## src/rtl/alu_result_wb.sv

```systemverilog
// Result writeback sequencer: captures ALU results, evaluates the ARM condition,
// updates NZCV and drives the register-file write port (two beats for long multiplies).
module alu_result_wb (
  input  logic        clk,
  input  logic        reset,
  input  logic        Start,
  input  logic [3:0]  Cond,
  input  logic [1:0]  FlagW,
  input  logic        RegWReq,
  input  logic        Long,
  input  logic [3:0]  Rd,
  input  logic [3:0]  RdLo,
  input  logic [3:0]  RdHi,
  input  logic [3:0]  ALUFlags,
  input  logic [31:0] Result,
  input  logic [31:0] ResultExtra,
  output logic        CondEx,
  output logic [3:0]  Flags,
  output logic        WE3,
  output logic [3:0]  A3,
  output logic [31:0] WD3,
  output logic        Busy,
  output logic        Done
);

  typedef enum logic [1:0] {IDLE, WRLO, WRHI, SKIP} state_t;

  state_t      state, state_nxt;
  logic        accept;
  logic        long_q;
  logic [3:0]  rd_q, rdlo_q, rdhi_q;
  logic [31:0] result_q, extra_q;
  logic        n, z, c, v;

  assign {n, z, c, v} = Flags;
  assign accept = Start && (state == IDLE);
  assign Busy   = (state != IDLE);

  always_comb begin
    CondEx = 1'b0;
    case (Cond)
      4'b0000: CondEx = z;
      4'b0001: CondEx = !z;
      4'b0010: CondEx = c;
      4'b0011: CondEx = !c;
      4'b0100: CondEx = n;
      4'b0101: CondEx = !n;
      4'b0110: CondEx = v;
      4'b0111: CondEx = !v;
      4'b1000: CondEx = c && !z;
      4'b1001: CondEx = !c || z;
      4'b1010: CondEx = (n == v);
      4'b1011: CondEx = (n != v);
      4'b1100: CondEx = !z && (n == v);
      4'b1101: CondEx = z || (n != v);
      4'b1110: CondEx = 1'b1;
      default: CondEx = 1'b0;
    endcase
  end

  always_ff @(posedge clk or posedge reset) begin
    if (reset) begin
      state    <= IDLE;
      Flags    <= 4'b0000;
      long_q   <= 1'b0;
      rd_q     <= 4'd0;
      rdlo_q   <= 4'd0;
      rdhi_q   <= 4'd0;
      result_q <= 32'd0;
      extra_q  <= 32'd0;
    end else begin
      state <= state_nxt;
      if (accept) begin
        long_q   <= Long;
        rd_q     <= Rd;
        rdlo_q   <= RdLo;
        rdhi_q   <= RdHi;
        result_q <= Result;
        extra_q  <= ResultExtra;
        // Flags only move when the condition passes against the pre-update flags
        if (CondEx && FlagW[1]) Flags[3:2] <= ALUFlags[3:2];
        if (CondEx && FlagW[0]) Flags[1:0] <= ALUFlags[1:0];
      end
    end
  end

  // Write port is decoded purely from state and captured operands
  always_comb begin
    state_nxt = state;
    WE3       = 1'b0;
    A3        = 4'd0;
    WD3       = 32'd0;
    Done      = 1'b0;
    case (state)
      IDLE: if (Start) state_nxt = (CondEx && RegWReq) ? WRLO : SKIP;
      WRLO: begin
        WE3 = 1'b1;
        A3  = long_q ? rdlo_q : rd_q;
        WD3 = result_q;
        if (long_q) state_nxt = WRHI;
        else begin
          state_nxt = IDLE;
          Done      = 1'b1;
        end
      end
      WRHI: begin
        WE3       = 1'b1;
        A3        = rdhi_q;
        WD3       = extra_q;
        Done      = 1'b1;
        state_nxt = IDLE;
      end
      SKIP: begin
        Done      = 1'b1;
        state_nxt = IDLE;
      end
      default: state_nxt = IDLE;
    endcase
  end

endmodule

```

## config.mk

```make
export PLATFORM = sky130hd
export DESIGN_NAME = alu_result_wb
export DESIGN_NICKNAME = d
export VERILOG_FILES = /design/src/rtl/alu_result_wb.sv
export SDC_FILE = /design/constraint.sdc
export NUM_CORES = 1
export LEC_CHECK = 0
export CAP_MARGIN = 20
export CORE_MARGIN = 10
export CORE_UTILIZATION = 49
export CTS_BUF_LIST = sky130_fd_sc_hd__clkbuf_16
export CTS_CLUSTER_SIZE = 24
export DETAILED_ROUTE_END_ITERATION = 6
export PLACE_DENSITY = 0.86
export SYNTH_ARGS = -nofsm -noshare
export SYNTH_HDL_FRONTEND = slang
export SYNTH_SLANG_ARGS = --single-unit
```

## constraint.sdc

```tcl
create_clock -name clk -period 4.7 [get_ports clk]
set_clock_uncertainty 0.15 [all_clocks]
set_input_delay 0.94 -clock clk [delete_from_list [all_inputs] [get_ports clk]]
set_output_delay 0.94 -clock clk [all_outputs]
set_load 0.02 [all_outputs]
```

==> results.cfg, run 1 <==
[route]
via_count = 2928
wirelength_mm = 10.3
first_iter_violations = 96
route.met3.wl_um = 731
drtPass1Iterations = 4
route.detailed.drc = 0
wl_met1_mm = 4.25
drtAntennaViolNets = 0
top_layer_used = met4
viasPerCell = 5.39
wire_per_inst_um = 19.0
route.met2.wl_mm = 5.28

[synthesis]
synthesis.area_per_instance_um2 = 12.8
ys_seq_area_share_pct = 52.7
yosysWarnings = 0
syn-num-nets = 403
synthCells = 307
ys_types = 29
synth_seq_cells = 83
synthFlopType = dfrtp_1
synth-edff-count = 0
netlist_area_mm2 = 0.00394
async_reset_ff_share_pct = 100

[clock_tree]
clock_latency_ps = 320
postCtsSetupBuffers = 0
htreeDepth = 3
clockBufferDepth = 2
root_buffer = clkbuf_16
clkTransAtPathRegs_ps = 60
cts_tree = done
post_cts_resize_count = 0
cts.sinks = 83
ctsHoldBuffers = 0
cts_buffers = 9

[sta]
setup_viol = 0
drv_slew = 0
fin_setup_tns_ps = 0
worstMarginPinSlew_ps = 1010
finalHoldViolCount = 0
post-route-period-util_pct = 88.9
fmax_ghz = 0.239
rsz0062_at_grt = no
fin_ws_ps = 521
hold_ws_ps = 354
fin_crit_ps = 4180
relSlewSlack_pct = 33.0

[floorplan]
core_area_mm2 = 0.00777
die_height_um = 110
die_area_mm2 = 0.0120
die_w_um = 110
row_count = 32
start_util_pct = 50.8
io_pins = 135

[power_and_ir_drop]
powerDensity_mw_per_mm2 = 709
leakagePower_nw = 2.29
ir_worst_vdd_v = 0.000314

[finish]
syn2layout_area_growth_pct = 44.7
fin_cells = 543
final_cell_mix = clkdlybuf4s50_1 (134), dfrtp_1 (83), mux2_2 (81), a22oi_1 (36), nor2b_1 (36)
fin_nets = 532
antenna_cells = 0
final_common_cell = clkdlybuf4s50_1
drive_gt1_share_pct = 24.0

[run_status]
outcome = completed

[setup_path]
worst_ep_arrival_time_ps = 3090
crit_type = primary input to output port
crit_required_ps = 3610
r2r_cells = 4
crit_fanout = 10
crit_path_start_kind = primary input
cp-end-kind = output port

[global_route]
grt-ovfl-total = 0
antenna_found_initial = 0
grt_pass1_vias = 3170
grt_start_max_net_pins = 78
grt_pass1_wl_mm = 16.1
grt_use_total_pct = 16.9

[placed_design]
place.gp.congestion = 0.817
dp_hpwl_mm = 7.36
dp_slack_ps = 556
port_buffers = 134
place_inst = 526

[min_path]
whs_path_depth = 1
hold_path_class = register to register

[flow_run]
max_cap_viol_count = 0
-- cell type report --
class,instances,area (um^2)
sequential,83,2080
multi-input combinational,198,1770
timing repair buffer,139,1410
inverter,5,20.0
fill,553,2060
tap,102,128
clock inverter,7,75.1
clock buffer,9,225
-- through the flow --
stage	total power [mW]	instance area, um^2	util, %
finish	4.05	5710	73.5
global route	4.30	5710	73.5
CTS	4.04	5680	73.1
detailed placement	3.33	5380	69.2
global placement	3.26	5380	69.2
floorplan	2.54	3940	-
-- power breakdown --
| group | internal, mW | switching (mW) | leakage (nW) |
|---|---|---|---|
| registers | 1.08 | 0.209 | 0.979 |
| clock network | 0.414 | 0.283 | 0.140 |
| logic | 1.11 | 0.947 | 1.17 |
-- cells by family after synthesis --
family	share of synthesized area [%]
compound gates	9.58
xor+xnor	0.667
fa+ha+maj	1.59
buf+inv	2.60
flops	52.7
mux	24.8
simple gates	8.06
-- critical path, stage by stage --
cell	delay, ps
clkdlybuf4s50_1	690
a211oi_1	100
a32o_1	230
o311ai_2	360
nand3_1	190
clkdlybuf4s50_1	580
-- flip-flops by register name, summed over array words and instances (netlist names) --
name and count:
long_q 1, rdhi_q 4, extra_q 32, rdlo_q 4, state 2, rd_q 4, Flags 4, result_q 32
-- synthesized netlist by cell type, types with 2 or more instances --
| cell | instances | area [um^2] |
|---|---|---|
| dfrtp_1 | 83 | 2080 |
| mux2_2 | 81 | 912 |
| a22oi_1 | 36 | 270 |
| nor2b_1 | 36 | 225 |
| clkbuf_1 | 10 | 37.5 |
| buf_1 | 7 | 26.3 |
| ha_1 | 5 | 62.6 |
| inv_1 | 5 | 18.8 |
| mux2_1 | 5 | 56.3 |
| buf_2 | 4 | 20.0 |
| nand2_1 | 4 | 15.0 |
| nand2b_1 | 4 | 25.0 |
| o21ai_0 | 4 | 20.0 |
| nand3_1 | 3 | 15.0 |
| xor2_1 | 3 | 26.3 |
| a21oi_1 | 2 | 10.0 |
| a31oi_1 | 2 | 12.5 |
| nor4b_1 | 2 | 17.5 |
-- metal layers --
layer  global-route usage [%]  vias to the layer above
met4                     4.37                        0
met3                     4.68                        9
met5                        0                        -
li1                         -                     1365
met2                     29.5                       93
met1                     20.2                     1461
-- worst paths after layout --
check,from,to,slack [ps]
max,Cond[0],CondEx,520
min,rdlo_q[2],rdlo_q[2],350
max reg2reg,state[0],result_q[5],2460
min reg2reg,rdlo_q[2],rdlo_q[2],350
max in group asynchronous,reset,extra_q[5],2550
min in group asynchronous,reset,result_q[20],940
Note: power is estimated with default switching activity, not from simulation.
==> run 2: changes to the inputs <==
- CTS_CLUSTER_SIZE: 24 -> 40
- SLEW_MARGIN: not set -> 20
==> run 2 against run 1 <==
Against the previous run: highest routed layer unchanged; final cell count shrank 0.18%; cell area fell by 0.44%; largest power group unchanged; utilization decreased by 0.32 points; worst hold slack better by 0.80 ps.
==> results.cfg, run 2 (synthesis results as in run 1) <==
[global_route]
grt_use_total_pct = 16.9
grt-ovfl-total = 0
grt_start_max_net_pins = 78
grt_pass1_wl_mm = 16.1
antenna_found_initial = 0
grt_pass1_vias = 3170

[power_and_ir_drop]
powerDensity_mw_per_mm2 = 705
leakagePower_nw = 2.27
finalPower_mw = 4.01
ir_worst_vdd_v = 0.000314

[route]
via_count = 2935
drtAntennaViolNets = 0
first_iter_violations = 100
wirelength_mm = 10.4
drtPass1Iterations = 4
wire_per_inst_um = 19.2
route.detailed.drc = 0
viasPerCell = 5.42

[floorplan]
io_pins = 135
die_area_mm2 = 0.0120
die_w_um = 110
core_area_mm2 = 0.00777
start_util_pct = 50.8
row_count = 32
die_height_um = 110

[clock_tree]
ctsHoldBuffers = 0
clockBufferDepth = 2
htreeDepth = 3
clock_latency_ps = 320
clkTransAtPathRegs_ps = 60
post_cts_resize_count = 0
cts.sinks = 83
root_buffer = clkbuf_16
cts_buffers = 9
postCtsSetupBuffers = 0
cts_tree = done

[sta]
post-route-period-util_pct = 88.9
relSlewSlack_pct = 32.8
finalHoldViolCount = 0
setup_viol = 0
worstMarginPinSlew_ps = 1010
fmax_ghz = 0.239
rsz0062_at_grt = no
fin_ws_ps = 522
fin_crit_ps = 4180
fin_setup_tns_ps = 0
drv_slew = 0

[placed_design]
place.gp.congestion = 0.817
dp_hpwl_mm = 7.36
dp_slack_ps = 556
port_buffers = 134

[setup_path]
slowest_stage = clkdlybuf4s50_1
crit_path_start_kind = primary input
crit_chain = clkdlybuf4s50_1, a211oi_1, a32o_1, o311ai_2, nand3_1, clkdlybuf4s50_1
crit_required_ps = 3610
cp-end-kind = output port
crit_fanout = 10
worst_ep_arrival_time_ps = 3090
crit_type = primary input to output port
path_common_cell = clkdlybuf4s50_1
max_stage_delay_ps = 700

[finish]
final_cell_mix = clkdlybuf4s50_1 (134), dfrtp_1 (83), mux2_2 (81), a22oi_1 (36), nor2b_1 (36)
post-route-util_pct = 73.1
drive_gt1_share_pct = 24.1
fin_nets = 531
reg_top3 = extra_q: 32 flops, result_q: 32 flops
final_common_cell = clkdlybuf4s50_1
antenna_cells = 0
syn2layout_area_growth_pct = 44.1

[run_status]
outcome = completed

[flow_run]
max_cap_viol_count = 0

[min_path]
hold_path_class = register to register
-- run 2: cell count changes in the layout (fill, tap and decap cells not counted), sizes merged --
cell,previous run,this run
buf,5,4
-- run 2: cell type report --
| type | count | area [um^2] |
|---|---|---|
| Multi-Input combinational cell | 198 | 1770 |
| Tap cell | 102 | 128 |
| Timing Repair Buffer | 138 | 1380 |
| Sequential cell | 83 | 2080 |
| Inverter | 5 | 20.0 |
| Clock buffer | 9 | 225 |
| Clock inverter | 7 | 75.1 |
| Fill cell | 561 | 2090 |
-- run 2: final timing paths --
path | from | to | slack (ps) | cells past startpoint
min in group asynchronous | reset | result_q[20] | 940 | 2
max in group asynchronous | reset | extra_q[5] | 2540 | 3
worst max-delay path | Cond[0] | CondEx | 520 | 6
worst max register to register | state[1] | result_q[31] | 2530 | 4
worst min-delay path | rdlo_q[3] | rdlo_q[3] | 350 | 1
worst min register to register | rdlo_q[3] | rdlo_q[3] | 350 | 1
-- run 2: power by group --
| group | total (mW) | internal, mW | switching, mW |
|---|---|---|---|
| Clock | 0.698 | 0.414 | 0.284 |
| Combinational | 2.02 | 1.08 | 0.943 |
| Sequential | 1.29 | 1.08 | 0.208 |
-- run 2: layer usage --
| metal | global-route usage, % | vias up | wire [um] |
|---|---|---|---|
| li1 | - | 1362 | - |
| met1 | 20.2 | 1465 | 4270 |
| met2 | 29.5 | 101 | 5300 |
| met3 | 4.68 | 7 | 749 |
| met4 | 4.37 | 0 | 63 |
| met5 | 0 | - | 0 |
-- run 2: metrics by stage --
step | instance area, um^2 | hold WS (ps) | cells
final | 5680 | 355 | 542
after global routing | 5680 | 369 | 542
after CTS | 5680 | 357 | 542
after detailed placement | 5380 | 343 | 526
after global placement | 5380 | 334 | 526
after floorplan | 3940 | 324 | 307
-- run 2: critical path: cells and delay by family --
kind	cells	cell delay [ps]
buffers and inverters	2	1280
and+or+nand+nor	1	180
AOI/OAI and AO/OA	3	690
